`config.mk`:
```
export PLATFORM = sky130hd
export DESIGN_NAME = apb_bus_arbiter_flat
export DESIGN_NICKNAME = d
export VERILOG_FILES = /design/src/rtl/apb_arb_pkg.sv /design/src/rtl/apb_bus_arbiter_if.sv /design/src/rtl/rr_arbiter.sv /design/src/rtl/apb_bus_arbiter.sv /design/src/flat_wrapper.sv
export SDC_FILE = /design/constraint.sdc
export NUM_CORES = 1
export LEC_CHECK = 0
export ABC_CLOCK_PERIOD_IN_PS = 4460
export CAP_MARGIN = 30
export CORE_AREA = 2 2 159 161
export DETAILED_ROUTE_END_ITERATION = 12
export DIE_AREA = 0 0 161 163
export MAX_ROUTING_LAYER = met4
export SLEW_MARGIN = 20
export SYNTH_ARGS = -nofsm -noshare
export SYNTH_HDL_FRONTEND = slang
export SYNTH_HIERARCHICAL = 1
export SYNTH_SLANG_ARGS = --single-unit
```
`constraint.sdc`:
```
create_clock -name clk -period 4.46 [get_ports clk]
set_clock_uncertainty 0.1 [all_clocks]
set_input_delay 0.446 -clock clk [delete_from_list [all_inputs] [get_ports clk]]
set_output_delay 0.446 -clock clk [all_outputs]
set_load 0.01 [all_outputs]
```
`src/rtl/apb_arb_pkg.sv`:
```
// Shared types and constants for the APB bus arbiter.
package apb_arb_pkg;

    typedef enum logic [1:0] {
        ST_IDLE   = 2'd0,
        ST_SETUP  = 2'd1,
        ST_ACCESS = 2'd2
    } state_t;

    localparam int SEL_LSB = 12;
    localparam int SEL_W   = 4;
    localparam int APB_AW  = 32;
    localparam int APB_DW  = 32;

    // Slave number encoded in the address select field.
    function automatic logic [SEL_W-1:0] slave_index(input logic [APB_AW-1:0] addr);
        return addr[SEL_LSB +: SEL_W];
    endfunction

endpackage

```
`src/rtl/apb_bus_arbiter_if.sv`:
```
// APB bus bundle between the arbiter (master side) and the slave fabric.
interface apb_bus_arbiter_if #(
    parameter int NSLV = 4
);
    import apb_arb_pkg::*;

    logic [APB_AW-1:0] paddr;
    logic [NSLV-1:0]   psel;
    logic              penable;
    logic              pwrite;
    logic [APB_DW-1:0] pwdata;
    logic [APB_DW-1:0] prdata;
    logic              pready;
    logic              pslverr;

    modport master (
        output paddr, psel, penable, pwrite, pwdata,
        input  prdata, pready, pslverr
    );

    modport slave (
        input  paddr, psel, penable, pwrite, pwdata,
        output prdata, pready, pslverr
    );

endinterface

```
`src/rtl/rr_arbiter.sv`:
```
// Round-robin requester selection. Purely combinational: the search starts
// at ptr and wraps; the pointer register itself lives in the caller.
module rr_arbiter #(
    parameter int NREQ  = 4,
    parameter int IDX_W = $clog2(NREQ)
) (
    input  logic [NREQ-1:0]  req,
    input  logic [IDX_W-1:0] ptr,
    output logic [NREQ-1:0]  grant,
    output logic [IDX_W-1:0] idx,
    output logic             valid
);

    // First asserted request at or after ptr, wrapping modulo NREQ.
    always_comb begin
        int cand;
        grant = '0;
        idx   = '0;
        valid = 1'b0;
        cand  = 0;
        for (int k = 0; k < NREQ; k++) begin
            cand = int'(ptr) + k;
            if (cand >= NREQ) begin
                cand = cand - NREQ;
            end
            if (!valid && req[cand]) begin
                valid       = 1'b1;
                idx         = IDX_W'(cand);
                grant[cand] = 1'b1;
            end
        end
    end

endmodule

```
`src/rtl/apb_bus_arbiter.sv`:
```
// Shares one APB master port between NREQ requesters and sequences
// SETUP/ACCESS. Optional ACCESS-phase timeout: define APB_ARB_TIMEOUT_EN.
//
//  state     | meaning
//  ----------+-----------------------------------------------------------
//  ST_IDLE   | bus idle; arbitrate, latch winner, or answer a decode miss
//  ST_SETUP  | psel asserted, penable low, one cycle
//  ST_ACCESS | penable high, waiting for pready; may chain to next SETUP
module apb_bus_arbiter
    import apb_arb_pkg::*;
#(
    parameter int NREQ    = 4,
    parameter int NSLV    = 4,
    parameter int TIMEOUT = 16
) (
    input  logic                   clk,
    input  logic                   rst,
    input  logic [NREQ-1:0]        req,
    input  logic [NREQ*APB_AW-1:0] req_addr,
    input  logic [NREQ-1:0]        req_write,
    input  logic [NREQ*APB_DW-1:0] req_wdata,
    output logic [NREQ-1:0]        done,
    output logic [APB_DW-1:0]      rsp_rdata,
    output logic                   rsp_err,
    apb_bus_arbiter_if.master      bus
);

    localparam int IDX_W = $clog2(NREQ);

    if (NREQ < 2 || NREQ > 8 || NSLV < 1 || NSLV > 16 || TIMEOUT < 1) begin : g_bad_cfg
        $error("apb_bus_arbiter: parameter out of range");
    end

    state_t            state;
    logic [IDX_W-1:0]  ptr;
    logic [IDX_W-1:0]  cur;
    logic [NREQ-1:0]   cur_oh;
    logic [NREQ-1:0]   req_eff;
    logic [NREQ-1:0]   win_grant;
    logic [IDX_W-1:0]  win_idx;
    logic              win_valid;
    logic [APB_AW-1:0] win_addr;
    logic [APB_DW-1:0] win_wdata;
    logic              win_write;
    logic              win_hit;
    logic [NSLV-1:0]   win_sel_oh;
    logic [IDX_W-1:0]  next_ptr;

`ifdef APB_ARB_TIMEOUT_EN
    localparam int TMO_W = $clog2(TIMEOUT + 1);
    logic [TMO_W-1:0]  tmo_cnt;
`endif

    // Requests eligible for arbitration: the requester being answered this
    // cycle (done high) or completing now still holds req, so mask it out.
    always_comb begin
        cur_oh = '0;
        for (int k = 0; k < NREQ; k++) begin
            cur_oh[k] = (int'(cur) == k);
        end
        req_eff = req & ~done & ((state == ST_ACCESS) ? ~cur_oh : {NREQ{1'b1}});
    end

    rr_arbiter #(
        .NREQ  (NREQ),
        .IDX_W (IDX_W)
    ) u_rr (
        .req   (req_eff),
        .ptr   (ptr),
        .grant (win_grant),
        .idx   (win_idx),
        .valid (win_valid)
    );

    // Winner payload, slave decode and the pointer value after a grant.
    always_comb begin
        logic [SEL_W-1:0] sel;
        win_addr  = req_addr[int'(win_idx)*APB_AW +: APB_AW];
        win_wdata = req_wdata[int'(win_idx)*APB_DW +: APB_DW];
        win_write = req_write[win_idx];
        sel       = slave_index(win_addr);
        win_hit   = (int'(sel) < NSLV);
        win_sel_oh = '0;
        for (int k = 0; k < NSLV; k++) begin
            win_sel_oh[k] = (int'(sel) == k);
        end
        next_ptr = (int'(win_idx) == NREQ - 1) ? '0 : win_idx + 1'b1;
    end

    // Protocol FSM with registered bus and response outputs.
    always_ff @(posedge clk) begin
        if (rst) begin
            state       <= ST_IDLE;
            ptr         <= '0;
            cur         <= '0;
            done        <= '0;
            rsp_rdata   <= '0;
            rsp_err     <= 1'b0;
            bus.paddr   <= '0;
            bus.psel    <= '0;
            bus.penable <= 1'b0;
            bus.pwrite  <= 1'b0;
            bus.pwdata  <= '0;
`ifdef APB_ARB_TIMEOUT_EN
            tmo_cnt     <= '0;
`endif
        end else begin
            done <= '0;
            case (state)
                ST_IDLE: begin
                    if (win_valid) begin
                        ptr <= next_ptr;
                        cur <= win_idx;
                        if (win_hit) begin
                            bus.paddr  <= win_addr;
                            bus.pwrite <= win_write;
                            bus.pwdata <= win_wdata;
                            bus.psel   <= win_sel_oh;
                            state      <= ST_SETUP;
                        end else begin
                            // Decode miss is answered without touching the bus.
                            done      <= win_grant;
                            rsp_rdata <= '0;
                            rsp_err   <= 1'b1;
                        end
                    end
                end
                ST_SETUP: begin
                    bus.penable <= 1'b1;
                    state       <= ST_ACCESS;
`ifdef APB_ARB_TIMEOUT_EN
                    tmo_cnt     <= TMO_W'(TIMEOUT - 1);
`endif
                end
                ST_ACCESS: begin
                    if (bus.pready) begin
                        done        <= cur_oh;
                        rsp_rdata   <= bus.pwrite ? '0 : bus.prdata;
                        rsp_err     <= bus.pslverr;
                        bus.penable <= 1'b0;
                        // Chain straight into SETUP only for a decodable
                        // winner; a miss is answered from IDLE next cycle.
                        if (win_valid && win_hit) begin
                            ptr        <= next_ptr;
                            cur        <= win_idx;
                            bus.paddr  <= win_addr;
                            bus.pwrite <= win_write;
                            bus.pwdata <= win_wdata;
                            bus.psel   <= win_sel_oh;
                            state      <= ST_SETUP;
                        end else begin
                            bus.psel <= '0;
                            state    <= ST_IDLE;
                        end
                    end
`ifdef APB_ARB_TIMEOUT_EN
                    else if (tmo_cnt == '0) begin
                        done        <= cur_oh;
                        rsp_rdata   <= '0;
                        rsp_err     <= 1'b1;
                        bus.psel    <= '0;
                        bus.penable <= 1'b0;
                        state       <= ST_IDLE;
                    end else begin
                        tmo_cnt <= tmo_cnt - 1'b1;
                    end
`endif
                end
                default: begin
                    state <= ST_IDLE;
                end
            endcase
        end
    end

endmodule

```
`src/flat_wrapper.sv`:
```
// flat-port wrapper written by rule: the top's interface ports become plain ports
module apb_bus_arbiter_flat import apb_arb_pkg::*;
#(
    parameter int NREQ    = 4,
    parameter int NSLV    = 4,
    parameter int TIMEOUT = 16
)
  (clk, rst, req, req_addr, req_write, req_wdata, done, rsp_rdata, rsp_err, bus_paddr, bus_psel, bus_penable, bus_pwrite, bus_pwdata, bus_prdata, bus_pready, bus_pslverr);
  apb_bus_arbiter_if #(.NSLV(NSLV)) bus_i ();
  input  logic clk;
  input  logic rst;
  input  logic [NREQ-1:0] req;
  input  logic [NREQ*APB_AW-1:0] req_addr;
  input  logic [NREQ-1:0] req_write;
  input  logic [NREQ*APB_DW-1:0] req_wdata;
  output logic [NREQ-1:0] done;
  output logic [APB_DW-1:0] rsp_rdata;
  output logic rsp_err;
  output wire logic [$bits(bus_i.paddr)-1:0] bus_paddr;
  output wire logic [$bits(bus_i.psel)-1:0] bus_psel;
  output wire logic [$bits(bus_i.penable)-1:0] bus_penable;
  output wire logic [$bits(bus_i.pwrite)-1:0] bus_pwrite;
  output wire logic [$bits(bus_i.pwdata)-1:0] bus_pwdata;
  input wire logic [$bits(bus_i.prdata)-1:0] bus_prdata;
  input wire logic [$bits(bus_i.pready)-1:0] bus_pready;
  input wire logic [$bits(bus_i.pslverr)-1:0] bus_pslverr;
  assign bus_paddr = bus_i.paddr;
  assign bus_psel = bus_i.psel;
  assign bus_penable = bus_i.penable;
  assign bus_pwrite = bus_i.pwrite;
  assign bus_pwdata = bus_i.pwdata;
  assign bus_i.prdata = bus_prdata;
  assign bus_i.pready = bus_pready;
  assign bus_i.pslverr = bus_pslverr;
  apb_bus_arbiter #(.NREQ(NREQ), .NSLV(NSLV), .TIMEOUT(TIMEOUT)) u_core (.clk(clk), .rst(rst), .req(req), .req_addr(req_addr), .req_write(req_write), .req_wdata(req_wdata), .done(done), .rsp_rdata(rsp_rdata), .rsp_err(rsp_err), .bus(bus_i));
endmodule
```
# [Yosys cells after proc, flatten, opt, wreduce, memory -nomap -nowiden]
# Cells that the tools add are included.
# Widths: inputs -> output; s select.
[totals] reg_bits=113 output_inout_bits=107 word_cells=166
[op_classes] addsub=8 n_lt_le_gt_ge=14 n_eq_ne=14 shift=2 muxes=88 bitwise=7 n_reduce_logical=22
[op_table] cell="$mux 32" count=16
[op_table] cell="$shiftx 128x8->32" count=2
[op_table] cell="$pmux 32 s2" count=3
[op_table] cell="$ge 32x1->1 const B" count=4
[op_table] cell="$lt 32x4->1 const B" count=4
[op_table] cell="$mux 4" count=12
[op_table] cell="$mux 2" count=14
[op_table] cell="$mux 1" count=26
[op_table] cell="$pmux 4 s2" count=2
[op_table] cell="$or 4x4->4" count=3
[op_table] cell="$reduce_and 4->1" count=3
[op_table] cell="$sub 3x3->4 const B" count=3
[op_table] cell="$bmux 1 s2" count=5
[op_table] cell="$ge 3x3->1 const B" count=3
[op_table] cell="$and 4x4->4" count=2
[op_table] cell="$demux 1 s2" count=4
[op_table] cell="$eq 4x3->1 const B" count=2
[op_table] cell="$logic_and 1x1->1" count=8
[op_table] cell="$not 4->4" count=2
[op_table] cell="$pmux 2 s2" count=2
[op_table] cell="$add 2x2->3 const B" count=2
[op_table] cell="$eq 2x1->1 const B" count=3
[op_table] cell="$eq 2x2->1 const B" count=3
[op_table] cell="$ne 2x2->1 const B" count=3
[op_table] cell="other kinds (17)" count=24

# [Depth between registers and ports, before layout]
[logic_depth] depth_word=23 ltp_mapped=17 depth_no_buf=13

# [Hierarchy]
# The synthesis kept the hierarchy.
[modules_own_cells] module="apb_bus_arbiter" instances=1 cells_each=588 area_per_inst_um2=5858.1 seq_area_each_um2=2262.2
[modules_own_cells] module="rr_arbiter" instances=1 cells_each=48 area_per_inst_um2=460.4 seq_area_each_um2=0.0

# [Worst setup path after synthesis]
# OpenSTA, ideal clock, no wires.
[synth_timing] kind="register -> register" start="register u_core.state[1]" end="register u_core.bus.psel[2]" setup_ns=0.070 arrival_ns=3.656 slack_ns=0.634 path_stages_with_launch=14 period_less_slack_ns=3.826 cell_sequence="dfxtp_1 -> nor2b_1 -> nand2_1 -> nor2_1 -> nor3b_1 -> mux4_1 -> nor4b_4 -> nor2_1 -> a32o_1 -> nor4b_2 -> nor4_4 -> o31a_1 -> or4b_1 -> a21oi_1"
[synth_via] elab_chain_cells=22 elab_cells_between_ends=44 cone_classes="order compare: 1; eq/ne: 5; shift: 1; mux: 26; bitwise: 1; reduce/logical: 10"
[synth_rtl] item="start: declaration" line="apb_bus_arbiter.sv:34" rtl="state_t state;"
[synth_rtl] item="start signal: assignment" line="apb_bus_arbiter.sv:93" rtl="state <= ST_IDLE;"
[synth_rtl] item="start signal: assignment" line="apb_bus_arbiter.sv:119" rtl="state <= ST_SETUP;"
[synth_rtl] item="start signal: assignment" line="apb_bus_arbiter.sv:130" rtl="state <= ST_ACCESS;"
[synth_rtl] item="$eq 2x2->1 (*)" line="apb_bus_arbiter.sv:61" rtl="req_eff = req & ~done & ((state == ST_ACCESS) ? ~cur_oh : {NREQ{1'b1}});"
[synth_rtl] item="$mux 4 (*)" line="apb_bus_arbiter.sv:61"
[synth_rtl] item="$and 4x4->4 (*)" line="apb_bus_arbiter.sv:61"
[synth_rtl] item="via u_core.req_eff[2]" line="apb_bus_arbiter.sv:38" rtl="logic [NREQ-1:0] req_eff;"
[synth_rtl] item="$bmux 1 s2" line="rr_arbiter.sv:26" rtl="if (!valid && req[cand]) begin"
[synth_rtl] item="$mux 1 (implied by the code) (2 in a row)" line="rr_arbiter.sv:26"
[synth_rtl] item="$mux 1" line="rr_arbiter.sv:26"
[synth_rtl] item="$logic_not 1->1" line="rr_arbiter.sv:26"
[synth_rtl] item="(+7 left out)"
[synth_rtl] item="$mux 2 (*)" line="rr_arbiter.sv:26"
[synth_rtl] item="via u_core.win_idx[1]" line="apb_bus_arbiter.sv:40" rtl="logic [IDX_W-1:0] win_idx;"
[synth_rtl] item="$shiftx 128x8->32 (*)" line="apb_bus_arbiter.sv:78" rtl="win_addr = req_addr[int'(win_idx)*APB_AW +: APB_AW];"
[synth_rtl] item="$lt 4x3->1" line="apb_bus_arbiter.sv:82" rtl="win_hit = (int'(sel) < NSLV);"
[synth_rtl] item="$logic_and 1x1->1" line="apb_bus_arbiter.sv:143" rtl="if (win_valid && win_hit) begin"
[synth_rtl] item="$mux 4" line="apb_bus_arbiter.sv:143"
[synth_rtl] item="$mux 4" line="apb_bus_arbiter.sv:136" rtl="if (bus.pready) begin"
[synth_rtl] item="$pmux 4 s2" line="apb_bus_arbiter.sv:109" rtl="case (state)"
[synth_rtl] item="end signal: assignment" line="apb_bus_arbiter.sv:118" rtl="bus.psel <= win_sel_oh;"
[synth_rtl] item="end signal: assignment" line="apb_bus_arbiter.sv:149" rtl="bus.psel <= win_sel_oh;"
[synth_rtl] item="end: declaration" line="apb_bus_arbiter_if.sv:17" rtl="output paddr, psel, penable, pwrite, pwdata,"
# The timed path passes the listed nets; every way through them passes the cells marked *. The select of a mux whose other input is x is not followed.
# A chain may end at the register's enable or synchronous reset.

# [Final worst setup path]
[layout_timing] start="register u_core.cur[0]" end="register u_core.bus.psel[2]"
[layout_via] elab_chain_cells=23 elab_cells_between_ends=45 cone_classes="order compare: 1; eq/ne: 6; shift: 1; mux: 26; bitwise: 2; reduce/logical: 9"
[layout_rtl] item="start: declaration" line="apb_bus_arbiter.sv:36" rtl="logic [IDX_W-1:0] cur;"
[layout_rtl] item="start signal: assignment" line="apb_bus_arbiter.sv:113" rtl="cur <= win_idx;"
[layout_rtl] item="start signal: assignment" line="apb_bus_arbiter.sv:145" rtl="cur <= win_idx;"
[layout_rtl] item="$eq 2x2->1 (*)" line="apb_bus_arbiter.sv:59" rtl="cur_oh[k] = (int'(cur) == k);"
[layout_rtl] item="$not 4->4 (*)" line="apb_bus_arbiter.sv:61"
[layout_rtl] item="$mux 4 (*)" line="apb_bus_arbiter.sv:61"
[layout_rtl] item="$and 4x4->4 (*)" line="apb_bus_arbiter.sv:61"
[layout_rtl] item="via u_core.req_eff[1]" line="apb_bus_arbiter.sv:38"
[layout_rtl] item="$bmux 1 s2" line="rr_arbiter.sv:26"
[layout_rtl] item="$mux 1 (implied by the code) (2 in a row)" line="rr_arbiter.sv:26"
[layout_rtl] item="$mux 1" line="rr_arbiter.sv:26"
[layout_rtl] item="(+8 left out)"
[layout_rtl] item="$mux 2 (*)" line="rr_arbiter.sv:26"
[layout_rtl] item="via u_core.win_idx[1]" line="apb_bus_arbiter.sv:40"
[layout_rtl] item="$shiftx 128x8->32 (*)" line="apb_bus_arbiter.sv:78"
[layout_rtl] item="$lt 4x3->1" line="apb_bus_arbiter.sv:82"
[layout_rtl] item="$logic_and 1x1->1" line="apb_bus_arbiter.sv:143"
[layout_rtl] item="$mux 4" line="apb_bus_arbiter.sv:143"
[layout_rtl] item="$mux 4" line="apb_bus_arbiter.sv:136"
[layout_rtl] item="$pmux 4 s2" line="apb_bus_arbiter.sv:109"
# Marked as above.

==> summary.md <==
| Metric | Value |
|---|---|
| Number of distinct library cells after synthesis | `46` |
| Worst path arrival time | `4.40 ns` |
| Global-route wire length before repair | `37700 um` |
| Share of Yosys cell area claimed by the top area cell type | `35.8%` |
| Die outline height | `163 um` |
| Total grt overflow | `0` |
| Aggregate negative setup slack | `0 ns` |
| Routed Antenna Nets | `0` |
| Num Clock Sinks | `113` |
| Net switching power | `3100 uW` |
| Max-slew headroom at the worst pin | `57.9%` |
| Root buffer cell | `sky130_fd_sc_hd__clkbuf_16` |
| Ratio of routed vias to standard cells | `4.63` |
| Synth area leaders | `sky130_fd_sc_hd__dfxtp_1, sky130_fd_sc_hd__mux4_2, sky130_fd_sc_hd__nand2_1` |
| Worst Reg2Reg Path Length in Cells | `12` |
| Number of remaining DRC errors | `0` |
| Outcome | `completed` |
| Clock insertion delay at the later pin of the skew report | `0.40 ns` |
| Post-synthesis to final-layout area growth | `81.7%` |
| Post-synthesis instance total | `636` |
| Total count of max-transition violations in the final report | `0` |
| Number of buffers added by the clock tree synthesis step | `17` |
| Kind of launch point of the worst setup path | `flip-flop` |
| Largest net degree at the start of global routing | `65` |
| Count of state elements after synthesis | `113` |
| Static leakage | `0.00409 uW` |
| Relative contribution of sequential cells to total power | `16.4%` |
| Worst setup slack before clock tree synthesis | `-0.0181 ns` |
| Number of placed I/O pins | `407` |
| Number of placement rows | `58` |
| Overall fraction of global-route tracks in use | `19.4%` |
| Die boundary width | `161 um` |
| FF+latch area | `2260 sq um` |
| Switching power share of the total | `39.8%` |
| Post-synthesis net count | `945` |
| Reg2Reg Setup Slack | `0.29 ns` |
| Routability congestion estimate from global placement | `0.868` |
| DRT Pass-1 Iters | `5` |
| Most used flip-flop cell after synthesis | `sky130_fd_sc_hd__dfxtp_1` |
| Data required time of the critical path | `4.69 ns` |
| Total Wirelength | `25300 um` |
| Maximum fanout along the worst path | `11` |
| Min Clock Period, post-route | `4.17 ns` |
| Count of filler cells inserted in the layout | `2381` |
| Cell type with the highest aggregate area in the netlist | `sky130_fd_sc_hd__dfxtp_1` |
| Most common cell after layout, fill and taps aside | `sky130_fd_sc_hd__clkdlybuf4s50_1` |
| DR WL/cell | `18.3 um` |
| Post-Syn Area | `6320 sq um` |
| Post-CTS Resized | `0` |
| Top achievable clock speed | `0.240 GHz` |
| Final hold violation count | `0` |
| Clk slew on worst S/H paths | `0.06 ns` |
| Area of the core region | `24700 sq um` |
| Post-detailed-placement cell area | `10800 sq um` |
| Iter 0 DRT Violations | `279` |
| Setup crit end kind | `flip-flop` |
| DP HPWL | `19700 um` |
| Endpoints failing setup | `0` |
| Synthesized area per cell | `9.93 sq um` |
| Cell area after layout | `11500 sq um` |
| Vias in the first global route | `6522` |
| Antenna violations before repair | `7` |
| Count of hold-fix buffers inserted at cts | `0` |
| Number of maximum-capacitance constraint violations | `0` |
| Unrepaired setup endpoints after global routing | `no` |
| H-Tree Depth | `4` |
| Worst Hold Depth | `2` |
| Via count | `6403` |
| EDFF count, synth | `0` |
| Fraction of registers with async set/reset | `0%` |
| Fraction of final layout cells with drive strength greater than 1 | `13.2%` |
| Post-CTS repair timing setup buffer count | `0` |
| Logic gate share of total power | `65.4%` |
| Total internal power | `4680 uW` |
| Area of the die | `26200 sq um` |
| Area of the multi-input gates | `3860 sq um` |
| TritonCTS clock tree | `built` |
| Smallest setup slack after layout | `0.286 ns` |
| Post-layout nets | `1342` |
| Number of buffers between clock root and the deepest sink | `2` |
| Minimum hold slack | `0.352 ns` |
| Kind of path behind the tightest hold check | `reg2reg` |
| Part of the power in the clock network | `18.2%` |
| Worst slew pin tran | `0.631 ns` |
| Class of the most critical setup path | `reg2reg` |
| Count of input and output buffers | `406` |
| IR Drop Worst-Case VDD | `0.477 mV` |
| Most frequent cells in the layout | `sky130_fd_sc_hd__clkdlybuf4s50_1, sky130_fd_sc_hd__nand2_1, sky130_fd_sc_hd__dfxtp_1` |
| Fraction of the yosys area taken by sequential cells | `35.8%` |
| Power Density | `678 nW/um^2` |
| Starting density of the core | `25.6%` |
| Yosys warnings | `6` |
| Final Cycle Share | `93.6%` |
## power groups by stage
stage	sequential [uW]	combinational [uW]	clock (uW)
6_report	1280	5090	1410
5_1_grt	1300	5530	1500
4_1_cts	1280	5170	1460
3_5_place_dp	1300	5160	0
3_3_place_gp	1290	5160	0
2_1_floorplan	1350	3520	0
## layout make-up
cell class	instances	area share [%]
inverters	7	0.229
diodes	7	0.153
repair buffers	430	37.4
multi-input cells	464	33.6
clock buffers	19	3.95
well taps	330	3.60
flip-flops and latches	113	19.7
clock inverters	13	1.39
## per-stage QoR
step | power (uW) | utilization (%) | cells
global route | 8330 | 46.5 | 1383
detailed placement | 6460 | 43.9 | 1344
finish | 7780 | 46.5 | 1383
floorplan | 4880 | - | 636
global placement | 6450 | 43.9 | 1344
CTS | 7900 | 46.4 | 1376
## metal layers
metal  vias to the layer above  wire length, um  GRT usage (%)
met3                        22             2110           6.19
met4                         0              491           6.25
met2                       279            12400           30.9
met5                         -                0              -
met1                      3016            10300           23.4
li1                       3086                -              -
## worst max-delay path, cell delays in order, from the launching register on
cell                      delay, ns
sky130_fd_sc_hd__dfxtp_1       0.48
sky130_fd_sc_hd__nor2b_1       0.25
sky130_fd_sc_hd__a21oi_1       0.17
sky130_fd_sc_hd__mux4_1        0.60
sky130_fd_sc_hd__buf_4         0.21
sky130_fd_sc_hd__nor3_1        0.32
sky130_fd_sc_hd__a32o_4        0.38
sky130_fd_sc_hd__nor4b_4       0.30
sky130_fd_sc_hd__nor4_4        0.09
sky130_fd_sc_hd__buf_4         0.16
sky130_fd_sc_hd__o31a_1        0.36
sky130_fd_sc_hd__or4b_1        0.52
sky130_fd_sc_hd__a21oi_1       0.15
## flip-flops by register name, summed over array words and instances, names as in the netlist
name,cells
u_core/ptr,2
u_core/bus.psel,4
u_core/state,2
u_core/rsp_err,1
u_core/done,4
u_core/bus.pwdata,32
u_core/cur,2
u_core/rsp_rdata,32
u_core/bus.paddr,32
u_core/bus.penable,1
u_core/bus.pwrite,1
## cells by family after synthesis
| logic type | share of synthesized area (%) |
|---|---|
| AOI/OAI and AO/OA | 9.35 |
| adders and majority gates | 1.78 |
| buffers and inverters | 4.38 |
| DFF | 35.8 |
| muxes | 30.3 |
| and+or+nand+nor | 18.4 |
## path summary, 6_finish.rpt
kind | endpoint | startpoint
worst min register to register | u_core/bus.paddr[20] | u_core/bus.paddr[20]
worst max register to register | u_core/bus.psel[2] | u_core/cur[0]
worst min-delay path | u_core/bus.paddr[20] | u_core/bus.paddr[20]
worst max-delay path | u_core/bus.psel[2] | u_core/cur[0]
## synthesized netlist by cell type, drive strengths merged, types with 2 or more instances
| library cell | n |
|---|---|
| nand2 | 168 |
| dfxtp | 113 |
| a21oi | 73 |
| mux4 | 67 |
| mux2i | 37 |
| nand2b | 37 |
| buf | 26 |
| clkbuf | 26 |
| nor2 | 15 |
| a22oi | 10 |
| ha | 9 |
| inv | 7 |
| o21ai | 6 |
| nor3 | 5 |
| nor3b | 4 |
| nor4b | 4 |
| nor2b | 3 |
| nor4 | 3 |
| a211oi | 2 |
| mux2 | 2 |
| or4 | 2 |
Power figures use the tool's default switching activity.
